`config.mk`:
```
export PLATFORM = sky130hd
export DESIGN_NAME = nav_sequencer
export DESIGN_NICKNAME = d
export VERILOG_FILES = /design/src/rtl/nav_sequencer.sv
export SDC_FILE = /design/constraint.sdc
export NUM_CORES = 1
export LEC_CHECK = 0
export CORE_MARGIN = 2
export CORE_UTILIZATION = 43
export DETAILED_ROUTE_END_ITERATION = 16
export HOLD_SLACK_MARGIN = 0.15
export PLACE_DENSITY = 0.79
export REMOVE_ABC_BUFFERS = 1
export SLEW_MARGIN = 40
export SYNTH_ARGS = -nofsm -noshare
export SYNTH_HDL_FRONTEND = slang
export SYNTH_SLANG_ARGS = --single-unit
```
`constraint.sdc`:
```
create_clock -name clk_i -period 2.8 [get_ports clk_i]
set_input_delay 0.28 -clock clk_i [delete_from_list [all_inputs] [get_ports clk_i]]
set_output_delay 0.28 -clock clk_i [all_outputs]
set_load 0.005 [all_outputs]
```
`src/rtl/nav_sequencer.sv`:
```
// Navigation command sequencer: accepts ZERO/CRUISE/JUMP/STOP commands and drives
// the position/velocity mode selects; a jump runs charge -> one-cycle jump -> cooldown.
module nav_sequencer #(
   parameter int K               = 16,
   parameter int CHARGE_CYCLES   = 4,
   parameter int COOLDOWN_CYCLES = 8,
   parameter int CNT_W           = 8
) (
   input  logic             clk_i,
   input  logic             rst_ni,
   input  logic             cmd_valid_i,
   output logic             cmd_ready_o,
   input  logic [1:0]       cmd_op_i,
   input  logic [3:0]       cmd_mode_i,
   input  logic [3*K-1:0]   cmd_target_i,
   input  logic             abort_i,
   output logic [3:0]       pos_mode_o,
   output logic [3:0]       mode_o,
   output logic [3*K-1:0]   jump_position_o,
   output logic             cmd_err_o,
   output logic [CNT_W-1:0] cnt_o
);

   localparam logic [2:0] StZero     = 3'd0;
   localparam logic [2:0] StIdle     = 3'd1;
   localparam logic [2:0] StCruise   = 3'd2;
   localparam logic [2:0] StCharge   = 3'd3;
   localparam logic [2:0] StJump     = 3'd4;
   localparam logic [2:0] StCooldown = 3'd5;

   localparam logic [1:0] OpZero   = 2'b00;
   localparam logic [1:0] OpCruise = 2'b01;
   localparam logic [1:0] OpJump   = 2'b10;
   localparam logic [1:0] OpStop   = 2'b11;

   localparam logic [3:0] ModeZeroSpeed = 4'b0001;
   localparam logic [3:0] PosReset      = 4'b0001;
   localparam logic [3:0] PosSublight   = 4'b0010;
   localparam logic [3:0] PosJump       = 4'b0100;

   logic [2:0]       state_q, state_d;
   logic [3:0]       cruise_q, cruise_d;
   logic [3*K-1:0]   jump_pos_q, jump_pos_d;
   logic [CNT_W-1:0] cnt_q, cnt_d;
   logic             err_q, err_d;
   logic             ready_q;
   logic [3:0]       pos_mode_q, mode_q;
   logic             accept;

   assign accept = cmd_valid_i && ready_q;

   // Next-state and datapath-latch logic; cnt is zero in every state that does not count.
   always_comb begin
      state_d    = state_q;
      cruise_d   = cruise_q;
      jump_pos_d = jump_pos_q;
      cnt_d      = '0;
      err_d      = 1'b0;
      case (state_q)
         StZero: state_d = StIdle;
         StIdle, StCruise: begin
            if (accept) begin
               case (cmd_op_i)
                  OpZero: state_d = StZero;
                  OpStop: state_d = StIdle;
                  OpJump: begin
                     state_d    = StCharge;
                     jump_pos_d = cmd_target_i;
                     cnt_d      = CNT_W'(CHARGE_CYCLES - 1);
                  end
                  OpCruise: begin
                     case (cmd_mode_i)
                        4'b0010, 4'b0100, 4'b1000: begin
                           state_d  = StCruise;
                           cruise_d = cmd_mode_i;
                        end
                        ModeZeroSpeed: state_d = StIdle;
                        default:       err_d   = 1'b1;
                     endcase
                  end
                  default: state_d = state_q;
               endcase
            end
         end
         StCharge: begin
            if (abort_i) begin
               state_d = StIdle;
            end else if (cnt_q == '0) begin
               state_d = StJump;
            end else begin
               cnt_d = cnt_q - CNT_W'(1);
            end
         end
         StJump: begin
            state_d = StCooldown;
            cnt_d   = CNT_W'(COOLDOWN_CYCLES - 1);
         end
         StCooldown: begin
            if (cnt_q == '0) begin
               state_d = StIdle;
            end else begin
               cnt_d = cnt_q - CNT_W'(1);
            end
         end
         default: state_d = StZero;
      endcase
   end

   // Outputs are registered from the next state so they change exactly with the state.
   always_ff @(posedge clk_i or negedge rst_ni) begin
      if (!rst_ni) begin
         state_q    <= StZero;
         cruise_q   <= ModeZeroSpeed;
         jump_pos_q <= '0;
         cnt_q      <= '0;
         err_q      <= 1'b0;
         ready_q    <= 1'b0;
         pos_mode_q <= PosReset;
         mode_q     <= ModeZeroSpeed;
      end else begin
         state_q    <= state_d;
         cruise_q   <= cruise_d;
         jump_pos_q <= jump_pos_d;
         cnt_q      <= cnt_d;
         err_q      <= err_d;
         ready_q    <= (state_d == StIdle) || (state_d == StCruise);
         pos_mode_q <= (state_d == StZero) ? PosReset :
                       (state_d == StJump) ? PosJump  : PosSublight;
         mode_q     <= (state_d == StCruise) ? cruise_d : ModeZeroSpeed;
      end
   end

   assign cmd_ready_o     = ready_q;
   assign pos_mode_o      = pos_mode_q;
   assign mode_o          = mode_q;
   assign jump_position_o = jump_pos_q;
   assign cmd_err_o       = err_q;
   assign cnt_o           = cnt_q;

endmodule

```
==> impl_results.md, run 1 <==
- Max incr delay on CP: 0.57 ns
- Slew @ Worst Pin: around 0.65 ns
- Chip height: about 89 um
- Synthesized netlist cell count: approximately 240
- CTS tree: done
- DR vias/cell: 4.96
- Post-synth EDFFs: 0
- Std-Cell Rows: 31
- Post-route insts no fill: between 400 and 500
- Max Freq: 0.441 GHz
- Critical Path RT: ~3.0 ns
- N_diodes: 0
- Register area: between 0.0015 and 0.002 mm^2
- Vias: ~2300
- Metal2 WL: between 3000 and 4000 um
- DRT met1 WL: 3250 um
- # hold bufs at CTS: 1
- PwrDens: 1030 mW/mm^2
- Commonest non-fill, non-tap cells in the layout: clkdlybuf4s50_1, dfrtp_1, mux2_2
- Reg power frac: 37.2%
- Worst hold path class: reg2reg
- GRT overflow: 0
- Layout area overhead: 49.2%
- Syn_area_per_cell: roughly 13 um^2
- Primary FF master, synth: dfrtp_1
- Setup Buffers After CTS: 0
- Commonest non-fill, non-tap cell in the layout: clkdlybuf4s50_1
- Crit path max fanout: 8
- Pin count of the biggest net entering global routing: about 50
- Final min period: between 2 and 2.5 ns
- Setup slack after layout: between 0.5 and 0.6 ns
- Average wire per cell in the routed design: roughly 15 um
- Setup TNS: 0 ns
- Final period utilization: about four fifths
- Setup Crit Path Kind: reg2reg
- Startpoint types: flop
- Deepest clock path buffer count: 2
- Area of the multi-input gates: roughly 0.0012 mm^2
- Max-cap violations: 0
- Clock power share: approximately 17%
- Clock slew at reported path FFs: ~0.07 ns
- Ys Warns: 0
- Resized Gates After CTS: 0
- Crit-path cells: or4_4, or4b_4, o211ai_1, a2bb2oi_1, a21oi_1
- Router iterations before antenna repair: 4
- DR iter-0 viols: 44
- Routed WL: roughly 7100 um
- Max IR drop VDD: approximately 0.56 mV
- Synth Register Bits: between 70 and 80
- Worst skew pair latency: approximately 0.34 ns
- Ports: approximately 120
- Hold Path Stages: 1
- First-pass GRT wire length: 11000 um
- Worst reg-to-reg setup slack: approximately 0.53 ns
- Dpl hpwl: 5300 um
- R2R depth: 5
- RSZ-0062 raised after global routing: false
- Worst Setup End Kind: flop
- Worst Clk Skew: between 0.009 and 0.01 ns
- Root Buffer: clkbuf_8
- Layout cells sized above 1: between 20% and 30%
- Sw Ratio: 30.3%
- Hold_ws: 0.465 ns
- Data arrival, critical path: between 2 and 2.5 ns
- Final nets: 420
- Dpl cells: roughly 450
- Antenna Nets Post-Route: 0
- Vias in the first global route: 2190
- Global Route Usage Sum: 18.2%
- Post-route DRC: 0
- Core area: approximately 0.007 mm^2
- Register area share after synthesis: 57.9%
- Starting Density: roughly 44%
- Status: completed
- DP Worst Slack: about 0.36 ns
- # clock sinks: between 70 and 80
- Dpl cell area: 0.00445 mm^2
- Port buffer count: around 120
- Metal3 WL: 602 um
- Combinational share of power: 46.0%
- Pleak: 0.00194 uW
- Final Max Slew Viols: 0
- Yosys cell types: 50
- NetSw: approximately 1400 uW
- Mapped Area: approximately 0.0031 mm^2
- Die area: between 0.007 and 0.008 mm^2
- Final-layout fill cell count: 574
- Antenna violations before repair: 0
- P_int: ~3300 uW
- Hold Fails Final Rpt: 0
- Final setup viols: 0
- Async set-reset flop share out of synthesis: 100%
- H-tree level count: 3
- Top Layer Used: met4
- Slowest CP cell: or4_4
- Slew margin rel.: between 50% and 60%
- Fin area: ~0.0047 mm^2
- Die width: between 80 and 90 um
- RePlAce Congestion: between 0.8 and 0.9
- CTS buffer count: 9
==> metrics by stage <==
step,total power (uW),utilization (%)
after global placement,3960,62.3
after detailed placement,4010,62.3
final,4770,65.2
after global routing,5110,65.2
after floorplan,2840,-
after CTS,4830,65.2
==> kinds of logic after synthesis <==
logic type	synth area share [%]
fa+ha+maj	0.802
xor+xnor	2.53
simple gates	9.79
other cells	0.120
buf+inv	2.33
flops	57.9
mux	17.3
compound gates	9.19
==> registers in the layout (all words and copies together) (netlist names) <==
register         count
jump_position_o     48
cmd_err_o            1
cnt_o                8
pos_mode_o           3
cmd_ready_o          1
cruise_q             4
state_q              3
mode_o               4
==> power by group through the flow <==
stage	Sequential (uW)	Clock, uW	Combinational, uW
2_1_floorplan	1800	0	1040
3_3_place_gp	1780	0	2180
3_5_place_dp	1800	0	2210
4_1_cts	1780	826	2220
5_1_grt	1840	868	2400
6_report	1780	800	2200
==> worst paths after layout <==
check | startpoint | end
worst max-delay path | cnt_o[4] | cnt_o[2]
worst min-delay path | cruise_q[0] | cruise_q[0]
worst max register to register | cnt_o[4] | cnt_o[2]
worst min register to register | cruise_q[0] | cruise_q[0]
max in group asynchronous | rst_ni | jump_position_o[17]
min in group asynchronous | rst_ni | cnt_o[5]
==> per-layer routing <==
metal | vias to the layer above | track usage (%)
li1 | 1099 | -
met3 | 11 | 4.25
met2 | 102 | 28.1
met4 | 0 | 7.06
met1 | 1083 | 25.1
met5 | - | 0
==> synthesized netlist by cell type, types with 2 or more instances <==
cell type  instances  area (um^2)
dfrtp_1           69         1730
mux2_2            48          541
nor2_1            13         48.8
a21oi_1            7         35.0
buf_2              7         35.0
nand2_1            6         22.5
o21ai_0            6         30.0
xnor2_1            6         52.6
a21o_1             4         30.0
clkbuf_1           4         15.0
inv_1              4         15.0
nand2b_1           4         25.0
nor2b_1            4         25.0
and2b_2            3         26.3
dfstp_2            3         78.8
nor3_1             3         15.0
o221ai_1           3         26.3
xor2_1             3         26.3
a211oi_1           2         15.0
ha_1               2         25.0
nand4b_1           2         17.5
nor3b_1            2         15.0
o31ai_1            2         15.0
or2_1              2         12.5
==> cell type report <==
cell class | count | share of cell area [%]
inverter | 4 | 0.323
sequential | 72 | 38.8
clock inverter | 6 | 1.51
tap | 99 | 2.66
clock buffer | 9 | 2.66
multi-input combinational | 147 | 26.7
timing repair buffer | 126 | 27.4
==> critical path, delay by kind of cell (launching register included) <==
family	cells	cell delay (ns)
AO/OA/AOI/OAI	3	0.61
flip-flops	1	0.43
AND/OR/NAND/NOR	2	1.10
Note: power is estimated with default switching activity, not from simulation.
==> run 2, diff against run 1 <==
==> constraint.sdc (replaced) <==
create_clock -name clk_i -period 2.4 [get_ports clk_i]
set_input_delay 0.24 -clock clk_i [delete_from_list [all_inputs] [get_ports clk_i]]
set_output_delay 0.24 -clock clk_i [all_outputs]
set_load 0.005 [all_outputs]
==> impl_results.md, run 2 (synthesis gave the netlist of run 1 again) <==
- N_diodes: 0 (unchanged)
- Post-route DRC: 0 (unchanged)
- Hold_ws: 0.448 ns (-0.0162 ns)
- CTS buffer count: 9 (unchanged)
- Core area: 0.00714 mm^2 (unchanged)
- Dpl cell area: 0.00449 mm^2 (+0.84%)
- Critical Path RT: 2.67 ns (-0.33 ns)
- Root Buffer: clkbuf_8
- H-tree level count: 3 (unchanged)
- DR vias/cell: 4.94 (-0.33%)
- Worst Setup End Kind: flop
- Die width: 89.2 um (unchanged)
- Status: completed
- First-pass GRT wire length: 11100 um (+1.1%)
- Slew margin rel.: 63.8% (+7.0 points)
- R2R depth: 5 (unchanged)
- Final period utilization: 92.3% (+11 points)
- Crit path max fanout: 5 (-3)
- Chip height: 89.2 um (unchanged)
- Setup Buffers After CTS: 0 (unchanged)
- Layout cells sized above 1: 24.1% (+0.98 points)
- Setup Crit Path Kind: reg2reg
- PwrDens: 1230 mW/mm^2 (+20%)
- Global Route Usage Sum: 18.9% (+0.66 points)
- Final min period: 2.22 ns (-0.0544 ns)
- Worst hold path class: in2async
- Vias in the first global route: 2242 (+2.4%)
- Dpl hpwl: 5600 um (+5.8%)
- Worst reg-to-reg setup slack: 0.18 ns (-0.35 ns)
- Ports: 124 (unchanged)
- Clock slew at reported path FFs: 0.07 ns (about the same)
- Hold Fails Final Rpt: 0 (unchanged)
- # clock sinks: 72 (unchanged)
- RSZ-0062 raised after global routing: false
- GRT overflow: 0 (unchanged)
- Deepest clock path buffer count: 2 (unchanged)
- Max Freq: 0.451 GHz (+2.5%)
- DR iter-0 viols: 53 (+20%)
- Antenna violations before repair: 0 (unchanged)
- Pleak: 0.00199 uW (+2.7%)
- Starting Density: 43.7% (unchanged)
- Fin area: 0.00474 mm^2 (+1.9%)
- Final Max Slew Viols: 0 (unchanged)
- Area of the multi-input gates: 0.00124 mm^2 (unchanged)
- R2r endpoint: mode_o[0]
- Antenna Nets Post-Route: 0 (unchanged)
- Pin count of the biggest net entering global routing: 73 (+49%)
- Register area: 0.00181 mm^2 (unchanged)
- Commonest non-fill, non-tap cells in the layout: clkdlybuf4s50_1, dfrtp_1, mux2_2
- Worst skew pair latency: 0.35 ns (about the same)
- Final nets: 425 (+1.2%)
- Worst Clk Skew: 0.0115 ns (+0.00183 ns)
- Vias: 2317 (+0.96%)
- Max IR drop VDD: 0.797 mV (+42%)
- Port buffer count: 122 (unchanged)
- Final-layout fill cell count: 567 (-1.2%)
- Setup TNS: 0 ns (unchanged)
- Startpoint types: flop
- Commonest non-fill, non-tap cell in the layout: clkdlybuf4s50_1
- Reg2reg start: cnt_o[4]
- CTS tree: done
- Layout area overhead: 52.0%
- Post-route core utilization: 66.4% (+1.2 points)
- Max FFs per register: 48 (unchanged)
- Std-Cell Rows: 31 (unchanged)
- Max-cap violations: 0 (unchanged)
- Slew @ Worst Pin: 0.543 ns (-0.107 ns)
- Routed WL: 7470 um (+4.6%)
- Die area: 0.00795 mm^2 (unchanged)
- RePlAce Congestion: 0.855 (+3.0%)
- Router iterations before antenna repair: 4 (unchanged)
- Average wire per cell in the routed design: 15.9 um (+3.3%)
- Final setup viols: 0 (unchanged)
- Data arrival, critical path: 2.49 ns (+0.02 ns)
## run 2: cell count changes in the layout (fill, tap and decap cells not counted), sizes merged
| cell | previous run | this run |
|---|---|---|
| buf | 4 | 9 |
| bufinv | 1 | 3 |
| clkinvlp | 3 | 1 |
| clkbuf | 9 | 10 |
| clkinv | 1 | 0 |
| inv | 5 | 6 |
## run 2: power breakdown
group          leakage [uW]  internal (uW)  total [uW]  switching, uW
logic              0.000985           1680        2620            937
clock network      0.000117            698        1150            456
registers          0.000886           1740        2060            320
total               0.00199           4120        5830           1710
## run 2: final cells by class
cell class | instances | area share, %
flip-flops and latches | 72 | 38.1
repair buffers | 131 | 27.7
multi-input cells | 147 | 26.2
clock buffers | 10 | 2.69
well taps | 99 | 2.61
clock inverters | 6 | 2.43
inverters | 4 | 0.317
## run 2: critical path: stages (launching register included)
cell and delay, ns:
dfrtp_1 0.43, or4_4 0.57, or4b_4 0.53, o21ai_4 0.20
o211ai_2 0.16, or2_1 0.26
## run 2: per-layer routing
layer | global-route usage [%] | part of all wire [%] | vias to the layer above | wire length, um
met5 | 0 | 0 | - | 0
met4 | 7.06 | 0.90 | 0 | 67
met3 | 6.00 | 8.0 | 7 | 596
met2 | 30.8 | 47 | 98 | 3540
met1 | 23.6 | 44 | 1111 | 3270
li1 | - | - | 1101 | -
## run 2: stage by stage
stage	worst slack [ns]	cells	total power, uW
global route	0.0713	469	6230
floorplan	-0.336	223	3310
finish	0.185	469	5830
detailed placement	0.0975	452	4730
CTS	0.176	469	5900
global placement	0.191	452	4640
## run 2: worst max path at each step
stage	startpoint	endpoint	slack, ns	cells past startpoint
floorplan	state_q[0]	jump_position_o[0]	-0.34	5
global placement	cmd_mode_i[1]	cmd_ready_o	0.19	6
detailed placement	cmd_mode_i[2]	mode_o[0]	0.1	6
CTS	cnt_o[4]	mode_o[0]	0.18	5
global route	state_q[1]	jump_position_o[16]	0.07	6
finish	cnt_o[4]	mode_o[0]	0.18	5
## run 2: what timing repair did
action / in CTS / in global routing
hold endpoints to repair: 69 / 0
setup endpoints to repair: 0 / 0
gates resized for setup: 0 / 0
hold buffers: 1 / 0
==> run 3, diff against run 2 <==
==> constraint.sdc (replaced) <==
create_clock -name clk_i -period 2.2 [get_ports clk_i]
set_input_delay 0.22 -clock clk_i [delete_from_list [all_inputs] [get_ports clk_i]]
set_output_delay 0.22 -clock clk_i [all_outputs]
set_load 0.005 [all_outputs]
==> impl_results.md, run 3 (synthesis gave the netlist of run 1 again) <==
- Status: completed
- Max IR drop VDD: 0.766 mV (-3.8%)
- RePlAce Congestion: 0.864 (+1.0%)
- GRT overflow: 0 (unchanged)
- Dpl hpwl: 5920 um (+5.7%)
- Layout cells sized above 1: 26.6% (+2.6 points)
- Top Layer Used: met4
- Hold Fails Final Rpt: 0 (unchanged)
- Starting Density: 43.7% (unchanged)
- Final nets: 438 (+3.1%)
- N_diodes: 0 (unchanged)
- Metal2 WL: 3690 um (+4.1%)
- Dpl cells: 465 (+2.9%)
- Routed WL: 7590 um (+1.6%)
- R2R depth: 5 (unchanged)
- Max-cap violations: 0 (unchanged)
- Vias: 2376 (+2.5%)
- Area of the multi-input gates: 0.00124 mm^2 (unchanged)
- RSZ-0062 raised after global routing: false
- Post-route core utilization: 67.5% (+1.1 points)
- Total power: 6300 uW (+8.1%)
- Final period utilization: 95.8% (+3.5 points)
- Startpoint types: flop
- Deepest clock path buffer count: 2 (unchanged)
- Commonest non-fill, non-tap cells in the layout: clkdlybuf4s50_1, dfrtp_1, mux2_2
- Post-route insts no fill: 482 (+2.8%)
- Worst Clk Skew: 0.00633 ns (-0.00515 ns)
- Chip height: 89.2 um (unchanged)
- Pin count of the biggest net entering global routing: 40 (-45%)
- Max Freq: 0.474 GHz (+5.1%)
- Clock slew at reported path FFs: 0.08 ns (about the same)
- Antenna violations before repair: 0 (unchanged)
- Vias in the first global route: 2460 (+9.7%)
- H-tree level count: 3 (unchanged)
- Critical Path RT: 2.47 ns (-0.20 ns)
- Worst Setup End Kind: flop
- Register area: 0.00181 mm^2 (unchanged)
- Reg2reg start: cnt_o[4]
- Worst skew pair latency: 0.34 ns (about the same)
- Crit path max fanout: 5 (unchanged)
- Pleak: 0.00204 uW (+2.7%)
- Final min period: 2.11 ns (-0.107 ns)
- Fin area: 0.00481 mm^2 (+1.6%)
- Global Route Usage Sum: 20.0% (+1.1 points)
- Die width: 89.2 um (unchanged)
- Worst reg-to-reg setup slack: 0.09 ns (-0.09 ns)
- First-pass GRT wire length: 12000 um (+7.9%)
- DR iter-0 viols: 56 (+5.7%)
- CTS tree: done
- Worst hold path class: in2async
- Post-route DRC: 0 (unchanged)
- Port buffer count: 122 (unchanged)
- Final Max Slew Viols: 0 (unchanged)
- DRT met1 WL: 3230 um (-1.2%)
- Average wire per cell in the routed design: 15.8 um (-1.1%)
- Router iterations before antenna repair: 4 (unchanged)
- Core area: 0.00714 mm^2 (unchanged)
- Dpl cell area: 0.00458 mm^2 (+2.2%)
- Max FFs per register: 48 (unchanged)
- Die area: 0.00795 mm^2 (unchanged)
- CTS buffer count: 9 (unchanged)
- Std-Cell Rows: 31 (unchanged)
- # clock sinks: 72 (unchanged)
- Metal3 WL: 562 um (-5.7%)
- Ports: 124 (unchanged)
- Setup TNS: 0 ns (unchanged)
- Setup Crit Path Kind: reg2reg
- DR vias/cell: 4.93 (-0.22%)
- Layout area overhead: 54.4%
- Data arrival, critical path: 2.38 ns (-0.11 ns)
- Final setup viols: 0 (unchanged)
- PwrDens: 1310 mW/mm^2 (+6.4%)
- Commonest non-fill, non-tap cell in the layout: clkdlybuf4s50_1
- Antenna Nets Post-Route: 0 (unchanged)
- Root Buffer: clkbuf_8
- R2r endpoint: mode_o[0]
- Final-layout fill cell count: 575 (+1.4%)
## run 3: cell count changes in the layout (fill, tap and decap cells not counted), sizes merged
| cell | change |
|---|---|
| buf | +13 |
| bufinv | -1 |
| clkinv | +1 |
| clkinvlp | +1 |
| inv | -1 |
## run 3: routing by layer
| layer | vias to the layer above | GRT usage (%) |
|---|---|---|
| met2 | 82 | 33.6 |
| li1 | 1133 | - |
| met1 | 1149 | 25.0 |
| met3 | 12 | 5.08 |
| met5 | - | 0 |
| met4 | 0 | 7.33 |
## run 3: worst max path at each step
| stage | slack [ns] | depth (start not counted) | start | to |
|---|---|---|---|---|
| after floorplan | -0.54 | 5 | state_q[0] | jump_position_o[0] |
| after global placement | 0.006 | 6 | cmd_mode_i[2] | mode_o[0] |
| after detailed placement | -0.05 | 6 | cmd_mode_i[2] | mode_o[0] |
| after CTS | 0.06 | 5 | cnt_o[4] | mode_o[0] |
| after global routing | 0.01 | 5 | cnt_o[4] | mode_o[0] |
| final | 0.09 | 5 | cnt_o[4] | mode_o[0] |
## run 3: metrics by stage
step	setup WS, ns	hold slack [ns]
2_1_floorplan	-0.536	-0.0756
3_3_place_gp	0.00614	0.173
3_5_place_dp	-0.0461	0.176
4_1_cts	0.0583	0.338
5_1_grt	0.0135	0.376
6_report	0.0916	0.337
## run 3: critical path, cell delays in order, from the launching register on
cell and delay, ns:
dfrtp_1 0.39, or4_4 0.55, or4b_4 0.53, o21ai_4 0.17
o211ai_2 0.14, or2_1 0.25
## run 3: cell type report
cell class              count  share of cell area, %
inverters                   4                  0.312
repair buffers            144                   29.3
multi-input cells         147                   25.8
clock inverters             6                   1.92
well taps                  99                   2.57
clock buffers              10                   2.65
flip-flops and latches     72                   37.5
## run 3: power breakdown
group	total, uW	internal (uW)	switching, uW
sequential	2210	1900	316
combinational	2940	1880	1060
clock	1140	644	500
total	6300	4430	1880
## run 3: timing repair
action,4_1_cts,5_1_grt
hold buffers,1,0
endpoints found under the hold margin,15,0
gates resized for setup,0,0
setup endpoints to repair,0,1
setup buffers,0,0
